## src/rtl/axi_wb_buffer_pkg.sv

```systemverilog
// Shared types and AXI constants for the write-back buffer.
package axi_wb_buffer_pkg;

  typedef enum logic [1:0] {
    IDLE      = 2'd0,
    WRITE     = 2'd1,
    WAIT_RESP = 2'd2
  } wb_state_t;

  localparam logic [1:0] AXI_BURST_INCR    = 2'b01;
  localparam logic [1:0] AXI_RESP_OKAY     = 2'b00;
  localparam int         BLOCK_OFFSET_BITS = 6;

endpackage

```

## src/rtl/axi_wb_buffer_en_reg.sv

```systemverilog
// Generic enable register, synchronous active-low reset to zero.
// Latency 1 cycle from en; no flow control.
module axi_wb_buffer_en_reg #(
  parameter int WIDTH = 32
) (
  input  logic             clk,
  input  logic             arst,
  input  logic             en,
  input  logic [WIDTH-1:0] d,
  output logic [WIDTH-1:0] q
);

  always_ff @(posedge clk) begin
    if (!arst) begin
      q <= '0;
    end else if (en) begin
      q <= d;
    end
  end

endmodule

```

## src/rtl/axi_wb_buffer.sv

```systemverilog
// Single-entry eviction buffer draining one block as an 8-beat AXI INCR burst; accept->write_req 1 cycle.
// Backpressure: o_wb_ready only when empty or when the B response retires the held block this cycle.
module axi_wb_buffer
  import axi_wb_buffer_pkg::*;
#(
  parameter int ADDR_WIDTH  = 32,
  parameter int BLOCK_WIDTH = 512,
  parameter int BEAT_WIDTH  = 64
) (
  input  logic                    clk,
  input  logic                    arst,
  input  logic                    i_wb_valid,
  output logic                    o_wb_ready,
  input  logic [ADDR_WIDTH-1:0]   i_wb_addr,
  input  logic [BLOCK_WIDTH-1:0]  i_wb_data,
  output logic                    o_write_req,
  output logic [ADDR_WIDTH-1:0]   o_addr,
  output logic [BEAT_WIDTH-1:0]   o_write_data,
  output logic [7:0]              o_axi_len,
  output logic [2:0]              o_axi_size,
  output logic [BEAT_WIDTH/8-1:0] o_axi_strb,
  input  logic                    i_axi_handshake,
  input  logic                    i_axi_done,
  input  logic                    i_axi_err,
  input  logic [ADDR_WIDTH-1:0]   i_rd_addr,
  output logic                    o_rd_hit,
  output logic                    o_busy,
  output logic                    o_err
);

  localparam int BEATS  = BLOCK_WIDTH / BEAT_WIDTH;
  localparam int BEAT_W = $clog2(BEATS);
  localparam logic [BEAT_W-1:0] LAST_BEAT = BEAT_W'(BEATS - 1);
  localparam logic [BEAT_W-1:0] BEAT_ONE  = BEAT_W'(1);

  wb_state_t                             state;
  logic [BEAT_W-1:0]                     beat;
  logic [BEATS-1:0][BEAT_WIDTH-1:0]      data_q;
  logic [ADDR_WIDTH-1:0]                 addr_q;
  logic                                  accept;
  logic                                  unused_low;

  assign o_wb_ready = (state == IDLE) || ((state == WAIT_RESP) && i_axi_done);
  assign accept     = i_wb_valid && o_wb_ready;

  // Block offset bits never take part in the match or the burst address.
  assign unused_low = ^{i_wb_addr[BLOCK_OFFSET_BITS-1:0], i_rd_addr[BLOCK_OFFSET_BITS-1:0]};

  axi_wb_buffer_en_reg #(.WIDTH(ADDR_WIDTH)) u_addr_reg (
    .clk  (clk),
    .arst (arst),
    .en   (accept),
    .d    ({i_wb_addr[ADDR_WIDTH-1:BLOCK_OFFSET_BITS], {BLOCK_OFFSET_BITS{1'b0}}}),
    .q    (addr_q)
  );

  always_ff @(posedge clk) begin
    if (!arst) begin
      state  <= IDLE;
      beat   <= '0;
      data_q <= '0;
      o_err  <= 1'b0;
    end else begin
      // A B response in WRITE means the slave finished early: treat as an error.
      if (i_axi_done && ((state == WRITE) || ((state == WAIT_RESP) && i_axi_err))) begin
        o_err <= 1'b1;
      end
      if (accept) begin
        state  <= WRITE;
        beat   <= '0;
        data_q <= i_wb_data;
      end else begin
        case (state)
          WRITE: begin
            if (i_axi_done) begin
              state <= IDLE;
              beat  <= '0;
            end else if (i_axi_handshake) begin
              if (beat == LAST_BEAT) begin
                state <= WAIT_RESP;
              end
              beat <= beat + BEAT_ONE;
            end
          end
          WAIT_RESP: begin
            if (i_axi_done) begin
              state <= IDLE;
            end
          end
          default: begin
            state <= IDLE;
          end
        endcase
      end
    end
  end

  assign o_busy       = (state != IDLE);
  assign o_write_req  = o_busy;
  assign o_addr       = addr_q;
  assign o_write_data = data_q[beat];
  assign o_rd_hit     = o_busy &&
                        (i_rd_addr[ADDR_WIDTH-1:BLOCK_OFFSET_BITS] == addr_q[ADDR_WIDTH-1:BLOCK_OFFSET_BITS]);
  assign o_axi_len    = 8'(BEATS - 1);
  assign o_axi_size   = 3'($clog2(BEAT_WIDTH / 8));
  assign o_axi_strb   = '1;

endmodule

```

## config.mk

```make
export PLATFORM = sky130hd
export DESIGN_NAME = axi_wb_buffer
export DESIGN_NICKNAME = d
export VERILOG_FILES = /design/src/rtl/axi_wb_buffer_pkg.sv /design/src/rtl/axi_wb_buffer_en_reg.sv /design/src/rtl/axi_wb_buffer.sv
export SDC_FILE = /design/constraint.sdc
export NUM_CORES = 1
export LEC_CHECK = 0
export CAP_MARGIN = 20
export CORE_AREA = 4 4 273 275
export CTS_CLUSTER_SIZE = 25
export DETAILED_ROUTE_END_ITERATION = 16
export DIE_AREA = 0 0 277 279
export PLACE_DENSITY = 0.71
export SYNTH_ARGS = -nofsm -noshare
export SYNTH_HDL_FRONTEND = slang
export SYNTH_SLANG_ARGS = --single-unit
export TNS_END_PERCENT = 100
```

## constraint.sdc

```tcl
create_clock -name clk -period 1.86 [get_ports clk]
set_input_delay 0.372 -clock clk [delete_from_list [all_inputs] [get_ports clk]]
set_output_delay 0.372 -clock clk [all_outputs]
set_load 0.03 [all_outputs]
```

# [Word level (Yosys, flattened, before mapping)]
# Index checks and enable logic that the tools add are counted.
# W data, S select, Z words.
[word_totals] output_inout_bits=120 regBits=544 word_cells=50 in_bits=582
[classes] order_cmp=1 reduce_logical=14 mux=10 eq_ne=10 bitwise=1 addsub=1
[ops] op="$bmux W64 S3" count=1
[ops] op="$mux W64" count=1
[ops] op="$eq A26 B26 Y1" count=1
[ops] op="$mux W2" count=4
[ops] op="$mux W3" count=2
[ops] op="$ne A3 B3 Y1 const B" count=2
[ops] op="$reduce_and A3 Y1" count=2
[ops] op="$logic_and A1 B1 Y1" count=5
[ops] op="$lt A3 B4 Y1 const B" count=1
[ops] op="$ne A4 B3 Y1 const B" count=1
[ops] op="$ne A4 B4 Y1 const B" count=1
[ops] op="$pmux W2 S2" count=1
[ops] op="$reduce_bool A2 Y1" count=2
[ops] op="$add A3 B1 Y3 const B" count=1
[ops] op="$eq A3 B3 Y1 const B" count=1
[ops] op="$ne A3 B2 Y1 const B" count=1
[ops] op="$eq A2 B1 Y1 const B" count=1
[ops] op="$eq A2 B2 Y1 const B" count=1
[ops] op="$logic_not A2 Y1" count=1
[ops] op="$logic_or A1 B1 Y1" count=2
[ops] op="$ne A2 B2 Y1 const B" count=1
[ops] op="$reduce_and A2 Y1" count=1
[ops] op="$reduce_or A2 Y1" count=1
[ops] op="$mux W1" count=1
[ops] op="$not A1 Y1" count=1

# [Depth between registers and ports, before layout]
# Gate-level depths: netlist of run 1.
[logic_depth] depth_word=6 ltp_mapped=7 ltp_nobuf=5

# [Cells and area by module]
# From an unflattened synthesis of run 1, not the netlist that was laid out.
[unflattened] hier_cells=2640 area_unflattened_um2=24482.2
[by_module_without_submodules] module="axi_wb_buffer" cells_each=2537 instances=1 area_each_um2=23238.5
[by_module_without_submodules] module="axi_wb_buffer_en_reg" cells_each=103 instances=1 area_each_um2=1243.7

# [Least setup slack after synthesis of run 1]
# Ideal clock, no wire load.
[synth_timing] kind="register to output" startpoint="reg u_addr_reg.q[27]" endpoint="out o_rd_hit" arrival_ns=1.967 n_path_buf=0 t_required_ns=1.488 path_stages_with_launch=5 path_slack_ns=-0.479 path_cell_list="dfxtp_1 xor2_1 nor4_1 nand2_1 nor4_1"
[synth_between] elab_chain_len=2
[synth_lines] element="start: declaration" line_no="axi_wb_buffer_en_reg.sv:10" rtl="output logic [WIDTH-1:0] q"
[synth_lines] element="start signal: assignment" line_no="axi_wb_buffer_en_reg.sv:15" rtl="q <= '0;"
[synth_lines] element="start signal: assignment" line_no="axi_wb_buffer_en_reg.sv:17" rtl="q <= d;"
[synth_lines] element="$eq A26 B26 Y1" line_no="axi_wb_buffer.sv:103" rtl="(i_rd_addr[ADDR_WIDTH-1:BLOCK_OFFSET_BITS] == addr_q[ADDR_WIDTH-1:BLOCK_OFFSET_BITS]);"
[synth_lines] element="$logic_and A1 B1 Y1" line_no="axi_wb_buffer.sv:102" rtl="assign o_rd_hit = o_busy &&"
[synth_lines] element="end: declaration" line_no="axi_wb_buffer.sv:26" rtl="output logic o_rd_hit,"
# Every way passes these cells.

# [Worst setup path in the final report of run 1]
[layout_timing] startpoint="reg beat[0]" endpoint="out o_write_data[1]"
[layout_between] elab_chain_len=2
[layout_lines] element="start: declaration" line_no="axi_wb_buffer.sv:37" rtl="logic [BEAT_W-1:0] beat;"
[layout_lines] element="start signal: assignment" line_no="axi_wb_buffer.sv:82" rtl="beat <= beat + BEAT_ONE;"
[layout_lines] element="$bmux W64 S3" line_no="axi_wb_buffer.sv:101" rtl="assign o_write_data = data_q[beat];"
[layout_lines] element="$mux W64 (not written as such)" line_no="axi_wb_buffer.sv:101"
[layout_lines] element="end: declaration" line_no="axi_wb_buffer.sv:18" rtl="output logic [BEAT_WIDTH-1:0] o_write_data,"
# Every way passes these cells. The select of a mux whose other input is x is not followed.

==> tab_implementation.tex, run 1 <==
\begin{tabular}{lr}
\hline
Metric & Value \\
\hline
\multicolumn{2}{l}{\textbf{Run status}} \\
Result of the run & finished, violations left \\
Violated checks & setup timing \\
\multicolumn{2}{l}{\textbf{STA}} \\
Fin Clk Skew & 18.9 ps \\
Crit share post-route & 149\% \\
RSZ-0062 raised after global routing & yes \\
Number of hold violations in the final report & 0 \\
Aggregate negative setup slack & -55710 ps \\
Highest clock frequency the design can meet & between 0.3 and 0.4 GHz \\
Final setup fails & between 60 and 70 \\
Final hold slack & $\sim$120 ps \\
Max Transition Viols Final & 0 \\
PnR worst setup slack & -918 ps \\
Final min period & $\sim$2800 ps \\
\multicolumn{2}{l}{\textbf{Placed design}} \\
DPL Wire Length & $\sim$62000 um \\
Routability-driven placement congestion ratio & 0.933 \\
Cell count after placement & approximately 4200 \\
Number of input and output port buffers inserted & between 600 and 700 \\
Placement Cell Area & 0.0329 mm\^{}2 \\
\multicolumn{2}{l}{\textbf{Floorplanning}} \\
Initial Utilization & between 30\% and 40\% \\
Die boundary height & 279 um \\
Standard cell core area & $\sim$0.072 mm\^{}2 \\
Horiz. Die Dim & around 280 um \\
Row count & 99 \\
Total die area & around 0.077 mm\^{}2 \\
Top-level I/O count & $\sim$700 \\
\multicolumn{2}{l}{\textbf{Power}} \\
Worst VDD drop & around 0.00064 V \\
Lkg Pwr & between 0.01 and 0.015 uW \\
Cell area power density & just over 800 mW/mm\^{}2 \\
\multicolumn{2}{l}{\textbf{Synthesis}} \\
Synthesized area per cell & approximately 9.1 um\^{}2 \\
Synth Warn \# & 0 \\
Area share of the leading cell type in the synthesized netlist & between 40 and 50\% \\
Netlist area before placement & between 0.02 and 0.025 mm\^{}2 \\
Area fraction in compound gates after synthesis & 16.9\% \\
Area share of fa/ha/maj cells after synthesis & less than 1\% \\
Combinational family with the most area after synthesis & simple AND/OR/NAND/NOR gates \\
Top area cells in the synthesized netlist & dfxtp\_1 45\%, nand2\_1 17\%, a21boi\_1 16\% \\
Distinct cells, synth & 33 \\
Synthesis-stage register bit count & $\sim$540 \\
Sequential fraction of the synthesis area & between 40 and 50\% \\
XOR/XNOR Fraction of Synth Area & less than 1\% \\
Share of synthesized area spent on multiplexers & about 15\% \\
Share of synthesized cell area in and, or, nand and nor gates & between 10\% and 20\% \\
Post-synth top area cell & dfxtp\_1 \\
Gate count of the mapped netlist & about 2700 \\
\multicolumn{2}{l}{\textbf{Drt}} \\
Drt first pass iters & 5 \\
Total number of vias & 21300 \\
Residual antenna-violating net count after detailed routing & 0 \\
Remaining routing DRC violations & 0 \\
Aggregate routed wire length & roughly 83000 um \\
Starting DRT DRC Count & roughly 1400 \\
Detailed-route vias per instance & 4.81 \\
Detail-routed net length per standard cell & roughly 19 um \\
\multicolumn{2}{l}{\textbf{Layout}} \\
Share of the core filled with cells in the final layout & $\sim$50\% \\
Fraction of final layout cells sized beyond drive strength 1 & between 10\% and 20\% \\
Final design area excluding fillers & around 0.036 mm\^{}2 \\
Syn-to-layout area delta & 49.5\% \\
Final non-filler cell total & $\sim$4400 \\
Nets & 4009 \\
\multicolumn{2}{l}{\textbf{Critical path}} \\
Startpoint of the worst register-to-register path & beat[1]\$\_SDFFE\_PP0P\_ \\
Highest fanout seen on the critical path & 6 \\
Crit path required time & $\sim$1500 ps \\
R2R cell count & 7 \\
Startpoint type of the worst setup path & flip-flop \\
CP arrival & around 2400 ps \\
Category of the worst setup path capture point & primary output \\
Setup slack of the most critical reg-to-reg path & roughly 170 ps \\
Worst Setup Path Type & flip-flop to primary output \\
Endpoint of the most critical register-to-register path & beat[2]\$\_SDFFE\_PP0P\_ \\
\multicolumn{2}{l}{\textbf{Global routing}} \\
Grt ovf & 0 \\
Antenna violations before repair & 12 \\
Maximum number of pins on one net before global-route repair & 117 \\
Number of global-route vias before repair & about 21000 \\
Global-route usage over all layers & a little over 20\% \\
First-pass GRT wire length & 125000 um \\
\multicolumn{2}{l}{\textbf{Clocking}} \\
Clock Sink Count & 544 \\
CTS tree & done \\
TritonCTS Buffers & between 50 and 60 \\
Hold-fix buffer count after cts & 0 \\
Level count of the clock H-tree & 2 \\
Maximum number of buffers from clock root to sink & 3 \\
Clock root buffer & clkbuf\_16 \\
Clock insertion delay at the later pin of the skew report & approximately 600 ps \\
Register clock-pin slew on the reported worst setup and hold paths & about 60 ps \\
\multicolumn{2}{l}{\textbf{Min path}} \\
End point of the most critical hold path & data\_q[45]\$\_SDFFE\_PN0P\_ \\
Depth of the worst hold-timing path & 2 \\
Hold Path Origin & arst \\
Worst min path class & input pin to flip-flop \\
\multicolumn{2}{l}{\textbf{Run}} \\
Max-Cap Viols & 0 \\
\hline
\end{tabular}
[what timing repair did]
item,4_1_cts,5_1_grt
gates resized for setup,310,62
cloned,6,0
setup endpoints to repair,95,72
pin swaps,5,7
buffers inserted,54,24
[cells in the mapped netlist]
cell,instances
nand4_1,2
a21boi_1,510
nand2_1,1079
a31oi_1,1
mux2_2,64
mux2i_1,1
nor2b_1,4
mux4_2,128
nor3_1,1
buf_4,28
a21o_1,1
buf_2,129
xnor2_1,7
inv_1,2
nand3_1,1
nor4_1,5
clkbuf_1,74
o211ai_2,1
a22oi_1,2
o21ai_0,1
a21boi_0,28
ha_1,2
and3_1,1
o211a_1,1
dfxtp_1,544
nor2_1,3
buf_6,9
inv_2,1
a21oi_1,4
conb_1,2
nor3b_1,1
xor2_1,19
buf_1,1
[critical path: stages, from the launching register on]
cell	delay [ps]
dfxtp_4	430
buf_16	170
buf_8	140
buf_4	110
mux4_2	480
mux2_4	300
buf_8	150
[metal layers]
layer  vias up  global-route usage, %  share of wire (%)
met4         6                   4.94                2.1
met1     10200                   26.1                 42
li1      10400                      -                  -
met2       617                   36.2                 50
met3       114                   3.95                5.9
met5         -                      0              0.049
[metrics by stage]
stage | worst slack, ps | total power [uW]
3_3_place_gp | -743 | 17600
5_1_grt | -998 | 30500
6_report | -918 | 29400
4_1_cts | -1000 | 29600
3_5_place_dp | -691 | 17600
2_1_floorplan | -35.6 | 15200
[how the worst max path moves through the flow]
stage | startpoint | end | slack, ps | depth (start not counted)
6_report | beat[0]$_SDFFE_PP0P_ | o_write_data[1] | -920 | 6
5_1_grt | beat[0]$_SDFFE_PP0P_ | o_write_data[61] | -1000 | 6
4_1_cts | beat[0]$_SDFFE_PP0P_ | o_write_data[63] | -1000 | 5
3_5_place_dp | i_rd_addr[24] | o_rd_hit | -690 | 6
3_3_place_gp | i_rd_addr[24] | o_rd_hit | -740 | 6
2_1_floorplan | beat[0]$_SDFFE_PP0P_ | o_write_data[1] | -40 | 4
[logic make-up after synthesis]
| group | Yosys count |
|---|---|
| AND/OR/NAND/NOR | 1097 |
| AO/OA/AOI/OAI | 549 |
| flip-flops | 544 |
| buffers and inverters | 244 |
| multiplexers | 193 |
| XOR/XNOR | 26 |
| adder cells (fa/ha/maj) | 2 |
| other | 2 |
[cell usage in the layout (no fill, tap or decap), types with 4 or more instances in the layout]
master	count
a21boi_1	510
a21boi_0	28
clkbuf_16	59
xnor2_1	6
buf_8	14
conb_1	25
clkinv_2	7
nor2b_1	4
nand2_1	1078
clkdlybuf4s50_1	567
buf_16	7
mux4_2	128
mux2_4	61
buf_4	176
bufinv_16	5
clkdlybuf4s15_2	14
clkbuf_8	12
dlygate4sd2_1	11
dfxtp_4	4
clkdlybuf4s15_1	5
xor2_1	15
buf_6	80
diode_2	10
dfxtp_1	537
clkbuf_1	12
xor2_2	4
buf_12	48
[power by group]
group | internal (uW) | leakage [uW] | switching [uW]
Sequential | 12400 | 0.00447 | 412
Combinational | 2640 | 0.00870 | 2140
Clock | 7000 | 0.000960 | 4840
[area by class of cell]
type	count	area, um^2
Antenna cell	10	25.0
Clock buffer	83	1690
Clock inverter	21	280
Fill cell	6609	36000
Inverter	3	11.3
Multi-Input combinational cell	1892	12600
Sequential cell	544	10900
Tap cell	959	1200
Timing Repair Buffer	926	9620
[flip-flops by register name, indices dropped and copies added, names as in the netlist]
signal	count
o_err	1
u_addr_reg.q	26
state	2
beat	3
data_q	512
No activity file was read; power rests on OpenSTA's default activity.
==> run 2: changes to the inputs <==
--- a/config.mk
+++ b/config.mk
@@ -5,7 +5,6 @@
 export SDC_FILE = /design/constraint.sdc
 export NUM_CORES = 1
 export LEC_CHECK = 0
-export CAP_MARGIN = 20
 export CORE_AREA = 4 4 273 275
 export CTS_CLUSTER_SIZE = 25
 export DETAILED_ROUTE_END_ITERATION = 16
==> results of run 2 <==
Final layout, timing and power as in run 1 (identical DEF).
